### src/rtl/sp_ram_arb_pkg.sv
// Shared types and helpers for the single-port RAM arbiter.
// Imported by the round-robin arbiter and the top-level arbiter.
package sp_ram_arb_pkg;

    typedef enum logic {INIT, ARB} arb_state_e;

    // Port-id width; never below one bit so a single-bit id is always legal.
    function automatic int unsigned port_id_w(input int unsigned n);
        return (n > 1) ? $clog2(n) : 1;
    endfunction

endpackage

### src/rtl/sp_ram_rr_arb.sv
// Round-robin arbiter: picks the first requester at or after the pointer,
// and moves the pointer just past the winner when the grant is taken.
module sp_ram_rr_arb
    import sp_ram_arb_pkg::*;
#(
    parameter int unsigned NUM_PORTS = 2
) (
    input  logic                                 clk,
    input  logic                                 rst_i,
    input  logic [NUM_PORTS-1:0]                 req_i,
    input  logic                                 advance_i,
    output logic [NUM_PORTS-1:0]                 gnt_o,
    output logic [port_id_w(NUM_PORTS)-1:0]      id_o
);

    localparam int unsigned ID_W = port_id_w(NUM_PORTS);

    logic [ID_W-1:0] ptr_q;
    logic [ID_W-1:0] ptr_d;

    always_comb begin : l_pick
        logic        found;
        int unsigned idx;
        gnt_o = '0;
        id_o  = '0;
        found = 1'b0;
        idx   = 0;
        for (int unsigned i = 0; i < NUM_PORTS; i++) begin
            idx = (int'(ptr_q) + i) % NUM_PORTS;
            if (!found && req_i[idx]) begin
                found      = 1'b1;
                gnt_o[idx] = 1'b1;
                id_o       = ID_W'(idx);
            end
        end
    end

    always_comb begin
        ptr_d = ptr_q;
        if (advance_i) begin
            ptr_d = (id_o == ID_W'(NUM_PORTS - 1)) ? '0 : id_o + 1'b1;
        end
    end

    always_ff @(posedge clk) begin
        if (rst_i) begin
            ptr_q <= '0;
        end else begin
            ptr_q <= ptr_d;
        end
    end

endmodule

### src/rtl/sp_ram_arbiter.sv
// Shares one single-port RAM (1-cycle read latency) between NUM_PORTS
// requesters with round-robin arbitration and an optional post-reset zero-fill.
module sp_ram_arbiter
    import sp_ram_arb_pkg::*;
#(
    parameter int unsigned NUM_PORTS  = 2,
    parameter int unsigned RAM_SIZE   = 32768,
    parameter int unsigned ADDR_WIDTH = 15,
    parameter int unsigned DATA_WIDTH = 32,
    parameter bit          INIT_ZERO  = 1'b1
) (
    input  logic                                          clk,
    input  logic                                          rst_i,
    input  logic [NUM_PORTS-1:0]                          req_i,
    input  logic [NUM_PORTS-1:0][ADDR_WIDTH-1:0]          addr_i,
    input  logic [NUM_PORTS-1:0]                          we_i,
    input  logic [NUM_PORTS-1:0][DATA_WIDTH/8-1:0]        be_i,
    input  logic [NUM_PORTS-1:0][DATA_WIDTH-1:0]          wdata_i,
    output logic [NUM_PORTS-1:0]                          gnt_o,
    output logic [NUM_PORTS-1:0]                          rvalid_o,
    output logic [DATA_WIDTH-1:0]                         rdata_o,
    output logic                                          init_done_o,
    output logic                                          ram_en_o,
    output logic [ADDR_WIDTH-1:0]                         ram_addr_o,
    output logic                                          ram_we_o,
    output logic [DATA_WIDTH/8-1:0]                       ram_be_o,
    output logic [DATA_WIDTH-1:0]                         ram_wdata_o,
    input  logic [DATA_WIDTH-1:0]                         ram_rdata_i
);

    localparam int unsigned BE_WIDTH = DATA_WIDTH / 8;
    localparam int unsigned OFF_W    = $clog2(BE_WIDTH);
    localparam int unsigned CNT_W    = ADDR_WIDTH - OFF_W;
    localparam int unsigned WORDS    = RAM_SIZE / BE_WIDTH;
    localparam int unsigned ID_W     = port_id_w(NUM_PORTS);
    localparam arb_state_e  RST_STATE = INIT_ZERO ? INIT : ARB;

    arb_state_e            state_q;
    arb_state_e            state_d;
    logic [CNT_W-1:0]      cnt_q;
    logic                  init_last;
    logic [NUM_PORTS-1:0]  arb_gnt;
    logic [ID_W-1:0]       arb_id;
    logic                  advance;
    logic                  rsp_valid_q;
    logic [ID_W-1:0]       rsp_id_q;

    sp_ram_rr_arb #(
        .NUM_PORTS (NUM_PORTS)
    ) u_rr_arb (
        .clk       (clk),
        .rst_i     (rst_i),
        .req_i     (req_i),
        .advance_i (advance),
        .gnt_o     (arb_gnt),
        .id_o      (arb_id)
    );

    assign init_last = (cnt_q == CNT_W'(WORDS - 1));

    always_ff @(posedge clk) begin
        if (rst_i) begin
            state_q <= RST_STATE;
        end else begin
            state_q <= state_d;
        end
    end

    always_comb begin
        state_d = state_q;
        if (state_q == INIT && init_last) begin
            state_d = ARB;
        end
    end

    always_ff @(posedge clk) begin
        if (rst_i) begin
            cnt_q <= '0;
        end else if (state_q == INIT) begin
            cnt_q <= cnt_q + 1'b1;
        end
    end

    // Everything RAM-facing is forced to zero while reset is held.
    always_comb begin
        gnt_o       = '0;
        advance     = 1'b0;
        ram_en_o    = 1'b0;
        ram_addr_o  = '0;
        ram_we_o    = 1'b0;
        ram_be_o    = '0;
        ram_wdata_o = '0;
        if (!rst_i) begin
            case (state_q)
                INIT: begin
                    ram_en_o   = 1'b1;
                    ram_we_o   = 1'b1;
                    ram_be_o   = '1;
                    ram_addr_o = {cnt_q, {OFF_W{1'b0}}};
                end
                ARB: begin
                    if (|req_i) begin
                        gnt_o       = arb_gnt;
                        advance     = 1'b1;
                        ram_en_o    = 1'b1;
                        ram_addr_o  = addr_i[arb_id];
                        ram_we_o    = we_i[arb_id];
                        ram_be_o    = be_i[arb_id];
                        ram_wdata_o = wdata_i[arb_id];
                    end
                end
                default: ;
            endcase
        end
    end

    always_ff @(posedge clk) begin
        if (rst_i) begin
            rsp_valid_q <= 1'b0;
            rsp_id_q    <= '0;
        end else begin
            rsp_valid_q <= |gnt_o;
            rsp_id_q    <= arb_id;
        end
    end

    // A pending response is dropped if reset arrives in its cycle.
    always_comb begin
        rvalid_o = '0;
        if (rsp_valid_q && !rst_i) begin
            rvalid_o[rsp_id_q] = 1'b1;
        end
    end

    assign rdata_o     = ram_rdata_i;
    assign init_done_o = INIT_ZERO ? ((state_q == ARB) && !rst_i) : 1'b1;

endmodule

### config.mk
export PLATFORM = sky130hd
export DESIGN_NAME = sp_ram_arbiter
export DESIGN_NICKNAME = d
export VERILOG_FILES = /design/src/rtl/sp_ram_arb_pkg.sv /design/src/rtl/sp_ram_rr_arb.sv /design/src/rtl/sp_ram_arbiter.sv
export SDC_FILE = /design/constraint.sdc
export NUM_CORES = 1
export LEC_CHECK = 0
export CAP_MARGIN = 25
export CORE_AREA = 2 2 90 92
export DETAILED_ROUTE_END_ITERATION = 8
export DIE_AREA = 0 0 92 94
export DONT_BUFFER_PORTS = 1
export PLACE_DENSITY_LB_ADDON = 0.12
export SLEW_MARGIN = 20
export SYNTH_ARGS = -nofsm -noshare
export SYNTH_HDL_FRONTEND = slang
export SYNTH_SLANG_ARGS = --single-unit
export TNS_END_PERCENT = 100
### constraint.sdc
create_clock -name clk -period 1.7 [get_ports clk]
set_clock_uncertainty 0.1 [all_clocks]
set_input_delay 0.255 -clock clk [delete_from_list [all_inputs] [get_ports clk]]
set_output_delay 0.255 -clock clk [all_outputs]
set_load 0.01 [all_outputs]
== Word-level counts from Yosys, hierarchy flattened ==
Cells that the tools add are included.

* Bits in registers: 17
* Bits of input ports: 140
* Output and inout bits: 90
* Logic and storage cells: 74

* Add/subtract/negate cells: 3
* Reduce and logical (&&, ||, !) cells: 11
* Order comparisons: 7
* Eq/ne operators: 1
* Multiplexer cells: 45
* Bitwise logic cells: 2

{| class="wikitable"
|+ Operators with widths
! operator !! number
|-
| 32-bit two-way mux || 5
|-
| 15-bit two-way mux || 4
|-
| 15-bit case mux with 2 select lines || 1
|-
| 1-bit two-way mux || 19
|-
| 4-bit two-way mux || 4
|-
| 13-bit by 1-bit adder with 13-bit output (second input constant) || 1
|-
| 13-bit equality test (second input constant) || 1
|-
| 2-bit two-way mux || 6
|-
| 1-bit by 2-bit < comparator with 1-bit output (second input constant) || 4
|-
| 4-bit case mux with 2 select lines || 1
|-
| 1-bit logical AND || 7
|-
| 1-bit case mux with 2 select lines || 2
|-
| 2-bit OR reduction || 2
|-
| 1-bit demux with 1-bit select || 3
|-
| 1-bit >= comparator (second input constant) || 3
|-
| 1-bit adder (second input constant) || 2
|-
| 1-bit logical NOT || 2
|-
| 2-bit bitwise OR || 1
|-
| 1-bit inverter || 1
|}

== Longest topological paths before layout ==
Gate-level depths: netlist of the first run.

* Depth after elaboration: 11
* Depth in mapped cells: 6
* Mapped depth without buffers: 5

== Hierarchy ==
Synthesis of the first run repeated with hierarchy kept, for this count alone.

* Cell total of the unflattened synthesis: 254
* Area total of the unflattened synthesis: 1933.1 µm²

{| class="wikitable"
|+ Modules (own cells, without submodules)
! module !! instances !! area an instance (µm²) !! sequential area each (µm²) !! cells each
|-
| sp_ram_arbiter || 1 || 1858.0 || 320.3 || 247
|-
| sp_ram_rr_arb || 1 || 75.1 || 20.0 || 7
|}

== Worst setup path before layout of the first run ==
No wires, ideal clock.

* Kind: input to output
* Start: input port rst_i
* End: output port ram_addr_o[0]
* Required time: 1345 ps
* Data arrival time: 1329 ps
* Setup slack: 16 ps
* Stages on the path: 6
* Path buffers: 3
* Cell sequence: buf_2 > nor2b_1 > o21ai_1 > buf_2 > buf_2 > a21oi_1

* Cells in the longest elaborated chain, start to end: 1

{| class="wikitable"
|+ RTL lines
! element !! RTL line !! text
|-
| start: declaration || sp_ram_arbiter.sv:13 || <nowiki>input logic rst_i,</nowiki>
|-
| 15-bit two-way mux || sp_ram_arbiter.sv:93 || <nowiki>if (!rst_i) begin</nowiki>
|-
| end: declaration || sp_ram_arbiter.sv:24 || <nowiki>output logic [ADDR_WIDTH-1:0] ram_addr_o,</nowiki>
|}

Every way passes these cells.

== Worst setup path after layout of the first run ==
* Start: register u_rr_arb.ptr_q
* End: output port ram_wdata_o[26]

* Cells in the longest elaborated chain, start to end: 11
* Elaborated cells on any way between the ends: 15
* Classes of those cells: add/sub (1); mux (12); reduce/logical (2)

{| class="wikitable"
|+ RTL lines
! element !! RTL line !! text
|-
| start: declaration || sp_ram_rr_arb.sv:18 || <nowiki>logic [ID_W-1:0] ptr_q;</nowiki>
|-
| start signal: assignment || sp_ram_rr_arb.sv:49 || <nowiki>ptr_q <= ptr_d;</nowiki>
|-
| 1-bit two-way mux (implied by the code) (2 in a row) || sp_ram_rr_arb.sv:30 || <nowiki>if (!found && req_i[idx]) begin</nowiki>
|-
| 1-bit two-way mux || sp_ram_rr_arb.sv:30 ||
|-
| 1-bit logical NOT || sp_ram_rr_arb.sv:30 ||
|-
| 1-bit logical AND || sp_ram_rr_arb.sv:30 ||
|-
| 1-bit two-way mux (*) || sp_ram_rr_arb.sv:30 ||
|-
| 32-bit two-way mux (implied by the code) (*) (2 in a row) || sp_ram_arbiter.sv:109 || <nowiki>ram_wdata_o = wdata_i[arb_id];</nowiki>
|-
| 32-bit two-way mux (*) || sp_ram_arbiter.sv:102 || <nowiki>if (|req_i) begin</nowiki>
|-
| 32-bit two-way mux (*) || sp_ram_arbiter.sv:94 || <nowiki>case (state_q)</nowiki>
|-
| 32-bit two-way mux (*) || sp_ram_arbiter.sv:93 ||
|-
| end: declaration || sp_ram_arbiter.sv:27 || <nowiki>output logic [DATA_WIDTH-1:0] ram_wdata_o,</nowiki>
|}

Mark *: on every way between the ends. The rest lies on a longest branch, timed or not. The select of a mux whose other input is x is not followed.

==> impl_metrics.ini, run 1 <==
[run_status]
status = finished with violations
violations = negative setup slack

[min_path]
hp-class = in2reg

[drt]
route.detailed.drc = 0
final_antenna_net_count = 0
drtPass1Iterations = 4
wl_met3_um = 614
top_layer_used = met4
vias = 2015
routed_wl_mm = 7.65
wl_met1_mm = 2.85
wl_per_cell_um = 19.6
drt_iter0_drc = 73
viasPerCell = 5.17
met2_length_mm = 4.07

[logic_synthesis]
synth_edf_count = 0
syn_nets = 430
synth_cell_type_count = 34
ys_seq_elements = 17
synth_area_leaders = dfxtp_1, nand2_1, buf_4, a21oi_1, mux2i_1
synth_area_um2 = 1850
yosysWarningCount = 0
yosys_most_used_dff = dfxtp_1
synth_top_area_share_pct = 18.4
yosysMostFrequentCell = nand2_1
ys_seq_area_share_pct = 18.4
synth_area_leader_cell = dfxtp_1
synth_cells = 289
async_reset_ff_share_pct = 0
syn_avg_cell_area_um2 = 6.40
synth_common_cells = nand2_1, a21oi_1, buf_4

[critical_path]
slowest_delay_ps = 330
path_class = reg2out
path_cells = nand2b_4, and2_4, buf_6, clkbuf_16, nand2_2, a21oi_4
slowest_stage = dfxtp_2
worst_ep_arrival_time_ps = 1450
endpoint_kind = primary output
crit_path_max_fanout = 5
startpoint_type = flop
cp.required_ps = 1340

[floorplan]
fp.dieW_um = 92
dieArea_um2 = 8650
rows = 32
die_y_um = 94
io_pins = 230
initial_utilization_pct = 24.3
core_um2 = 7610

[placement]
placed_area_um2 = 1930
pre_cts_ws_ps = 68.3
place.port_buffers = 0
finalWeightedCongestion = 0.778
dp_hpwl_mm = 5.05

[global_routing]
grt_max_degree = 35
grt_pass1_vias = 1888
grt_pass1_wl_mm = 10.1
antenna_found_initial = 0
grt-ovfl-total = 0
grtUsageTotal_pct = 14.8

[cells_and_area]
fill_cells = 836
diodes = 0
nNetsFinal = 430
postLayoutCellArea_um2 = 2710
area_delta_synth_final_pct = 46.5
drive_gt1_share_pct = 39.9
postLayoutCoreUtil_pct = 35.6

[clocking]
cts.sinks = 17
tritoncts = built
clock_latency_ps = 250
clk_pin_slew_ps = 70
htreeDepth = 1
ctsRootBufferMaster = clkbuf_8
cts_inserted_buffers = 3
clock_path_buffers = 2

[sta]
fmax_mhz = 553
worst_pin_slew_ps = 452
finalHoldViolations = 0
fin_crit_ps = 1810
fin_hold_ws_ps = 296
relSlewSlack_pct = 69.8
setup_viol = 45
rsz0062_at_grt = true
setup_tns_ps = -1980
finalWorstSetupSlack_ps = -110
timing.final.max_slew_violations = 0
fin_crit_sh_pct = 106

[power]
power.leakage_nw = 1.06
ir_worst_vdd_mv = 0.230
powerDensity_nw_per_um2 = 382

[flow_run]
max_cap_violations = 0
kinds of logic after synthesis:
kind of cell               after synthesis  share of synthesized area (%)
and+or+nand+nor                        127                           31.1
DFF                                     17                           18.4
AOI/OAI and AO/OA                       66                           19.1
xor gates and xnor gates                10                           4.73
muxes                                   13                           7.03
adders and majority gates                1                          0.676
buffers and inverters                   55                           18.9
worst max-delay path, delay by kind of cell (launching register included):
family	cells	cell delay, ps
flip-flops	1	330
AND/OR/NAND/NOR	3	410
buffers and inverters	2	290
AO/OA/AOI/OAI	1	180
timing repair:
item                                   CTS  global route
endpoints found under the hold margin   16            11
gates resized for setup                 51            64
hold buffers                             6             1
cloned                                   4             4
setup buffers                            0             3
pin swaps                               17            30
setup endpoints to repair               52            55
sequential cells by signal (all words and copies together) (netlist names):
register / cells
u_rr_arb.ptr_q: 1
state_q: 1
rsp_id_q: 1
cnt_q: 13
rsp_valid_q: 1
final timing paths:
check,startpoint,endpoint,slack [ps],cells past startpoint
hold reg to reg,cnt_q[11]$_SDFFE_PP0N_,cnt_q[11]$_SDFFE_PP0N_,460,2
hold / removal,req_i[1],rsp_valid_q$_SDFF_PP0_,300,3
setup reg to reg,u_rr_arb.ptr_q$_SDFFE_PP0P_,rsp_id_q$_SDFF_PP0_,40,5
setup / recovery,u_rr_arb.ptr_q$_SDFFE_PP0P_,ram_wdata_o[26],-110,6
cells in the final DEF (no fill, tap or decap), drive strengths merged:
| cell | count |
|---|---|
| a211oi | 1 |
| a21boi | 1 |
| a21oi | 43 |
| a22oi | 6 |
| and2 | 2 |
| and3 | 1 |
| and3b | 1 |
| buf | 37 |
| bufbuf | 3 |
| clkbuf | 6 |
| dfxtp | 17 |
| dlygate4sd3 | 6 |
| ha | 1 |
| inv | 2 |
| mux2i | 13 |
| nand2 | 84 |
| nand2b | 1 |
| nand3 | 2 |
| nand3b | 1 |
| nand4 | 4 |
| nand4b | 2 |
| nor2 | 17 |
| nor2b | 2 |
| nor3 | 4 |
| nor3b | 2 |
| nor4 | 1 |
| nor4b | 1 |
| o21ai | 14 |
| o32ai | 1 |
| or3 | 2 |
| xnor2 | 7 |
| xor2 | 3 |
where the power goes:
part	internal, W	switching (W)
Sequential	0.000404	0.00000560
Combinational	0.000152	0.000166
Clock	0.000166	0.000141
through the flow:
| step | total power, W | instances |
|---|---|---|
| 3_5_place_dp | 0.000606 | 369 |
| 2_1_floorplan | 0.000634 | 289 |
| 3_3_place_gp | 0.000602 | 369 |
| 4_1_cts | 0.000987 | 383 |
| 5_1_grt | 0.00109 | 390 |
| 6_report | 0.00103 | 390 |
final cells by class:
| type | instances | area, µm² | share of cell area, % |
|---|---|---|---|
| clock buffers | 4 | 45.0 | 1.66 |
| inverters | 2 | 7.51 | 0.277 |
| multi-input cells | 217 | 1590 | 58.8 |
| flip-flops and latches | 17 | 345 | 12.7 |
| well taps | 102 | 128 | 4.71 |
| repair buffers | 48 | 592 | 21.8 |
metal layers:
metal / vias up / global-route usage, %
met5: - / 0
met3: 18 / 4.65
li1: 935 / -
met1: 964 / 17.2
met2: 98 / 26.0
met4: 0 / 4.35
Power figures use the tool's default switching activity.
==> run 2: changes to the inputs <==
--- a/config.mk
+++ b/config.mk
@@ -6,9 +6,9 @@
 export NUM_CORES = 1
 export LEC_CHECK = 0
 export CAP_MARGIN = 25
-export CORE_AREA = 2 2 90 92
+export CORE_AREA = 2 2 89 91
 export DETAILED_ROUTE_END_ITERATION = 8
-export DIE_AREA = 0 0 92 94
+export DIE_AREA = 0 0 91 93
 export DONT_BUFFER_PORTS = 1
 export PLACE_DENSITY_LB_ADDON = 0.12
 export SLEW_MARGIN = 20
==> constraint.sdc (replaced) <==
create_clock -name clk -period 1.5 [get_ports clk]
set_clock_uncertainty 0.1 [all_clocks]
set_input_delay 0.225 -clock clk [delete_from_list [all_inputs] [get_ports clk]]
set_output_delay 0.225 -clock clk [all_outputs]
set_load 0.01 [all_outputs]
==> impl_metrics.ini, run 2 (same netlist as run 1, synthesis figures left out) <==
[power]
power.leakage_nw = 1.12
switching_power_w = 0.000359
internal_power_w = 0.000833
powerDensity_nw_per_um2 = 421
pwr-share-seq_pct = 39.3
ir_worst_vdd_mv = 0.373
p_comb_share_pct = 31.6
netSwitchingFraction_pct = 30.1
p_clk_share_pct = 29.0

[critical_path]
worst_ep_arrival_time_ps = 1460
startpoint_type = flop
cp.required_ps = 1170
path_class = reg2out
crit_path_max_fanout = 10
endpoint_kind = primary output

[clocking]
clock_path_buffers = 2
cts.sinks = 17
clk_pin_slew_ps = 70
ctsRootBufferMaster = clkbuf_8
cts_inserted_buffers = 3
htreeDepth = 1
clock_latency_ps = 250
tritoncts = built

[run_status]
violations = negative setup slack
status = finished with violations

[placement]
placed_area_um2 = 2010
dp_hpwl_mm = 5.11
place.port_buffers = 0
finalWeightedCongestion = 0.772

[sta]
timing.final.max_slew_violations = 0
fmax_mhz = 560
worst_pin_slew_ps = 647
fin_crit_sh_pct = 119
fin_hold_ws_ps = 26.9
finalWorstSetupSlack_ps = -287
rsz0062_at_grt = true
finalHoldViolations = 0
relSlewSlack_pct = 56.7
setup_viol = 52
fin_crit_ps = 1790

[drt]
route.detailed.drc = 0
final_antenna_net_count = 0
wl_per_cell_um = 18.6
viasPerCell = 5.04
routed_wl_mm = 7.40
drtPass1Iterations = 4
drt_iter0_drc = 45
vias = 2011

[floorplan]
fp.dieW_um = 91
die_y_um = 93
rows = 32
io_pins = 230
initial_utilization_pct = 24.6
core_um2 = 7530
dieArea_um2 = 8460

[cells_and_area]
postLayoutCellArea_um2 = 2830
multi_input_area_um2 = 1660
drive_gt1_share_pct = 49.8
diodes = 0
regArea_um2 = 345
regMostFlops = cnt_q
final_cell_mix = nand2_1, buf_4, a21oi_2, nor2_1, nand2_4
area_delta_synth_final_pct = 53.1
fill_cells = 830
nNetsFinal = 439
final_common_cell = nand2_1
largest_reg_flops = 13

[global_routing]
grt-ovfl-total = 0
grt_max_degree = 22
grt_pass1_vias = 2011
grt_pass1_wl_mm = 10.9
antenna_found_initial = 0
grtUsageTotal_pct = 15.9

[flow_run]
max_cap_violations = 0

[min_path]
hp-class = in2reg
==> run 2: power groups by stage <==
stage / clock (W) / combinational [W] / sequential, W
CTS: 0.000359 / 0.000351 / 0.000465
global placement: 0 / 0.000207 / 0.000475
global route: 0.000386 / 0.000407 / 0.000470
finish: 0.000346 / 0.000377 / 0.000469
detailed placement: 0 / 0.000212 / 0.000476
floorplan: 0 / 0.000244 / 0.000478
==> run 2: what timing repair did <==
action	CTS	global route
gates resized for setup	80	52
setup endpoints to repair	55	64
hold buffers	1	0
buffers inserted	4	8
pin swaps	25	26
hold endpoints to repair	16	0
gates cloned	5	1
==> run 2: layer usage <==
metal / GRT usage [%] / share of wire [%] / up-vias
met2: 28.5 / 53 / 72
met3: 3.30 / 6.2 / 18
met5: 0 / 0 / -
met4: 5.68 / 1.6 / 0
met1: 18.8 / 39 / 968
li1: - / - / 953
==> run 2: metrics by stage <==
stage          std cells  setup slack, ps  setup TNS, ps  util (%)  total power [W]
2_1_floorplan        289            -46.1          -1340         -         0.000722
3_3_place_gp         378            -65.2          -1030      26.7         0.000683
3_5_place_dp         378             -117          -2220      26.7         0.000688
4_1_cts              392             -292         -12250      34.3          0.00118
5_1_grt              399             -348         -14980      37.6          0.00126
6_report             399             -287         -11360      37.6          0.00119
==> run 2: critical path: stages (launching register included) <==
cell and delay, ps:
dfxtp_2 330, nand2b_4 130, and2_4 220, buf_4 140, clkbuf_16 140, nand2_1 70, a21oi_2 190
==> run 2: worst paths after layout <==
kind / startpoint / end / slack, ps / cells after the start
worst min-delay path: req_i[0] / u_rr_arb.ptr_q$_SDFFE_PP0P_ / 30 / 2
worst min register to register: cnt_q[11]$_SDFFE_PP0N_ / cnt_q[11]$_SDFFE_PP0N_ / 460 / 2
worst max-delay path: u_rr_arb.ptr_q$_SDFFE_PP0P_ / ram_wdata_o[30] / -290 / 6
worst max register to register: state_q$_SDFFE_PP0P_ / cnt_q[3]$_SDFFE_PP0N_ / 60 / 6
==> run 2: final cells by class <==
class | count | area share [%]
repair buffers | 57 | 22.8
well taps | 102 | 4.50
inverters | 2 | 0.265
clock buffers | 4 | 1.59
multi-input cells | 217 | 58.6
flip-flops and latches | 17 | 12.2
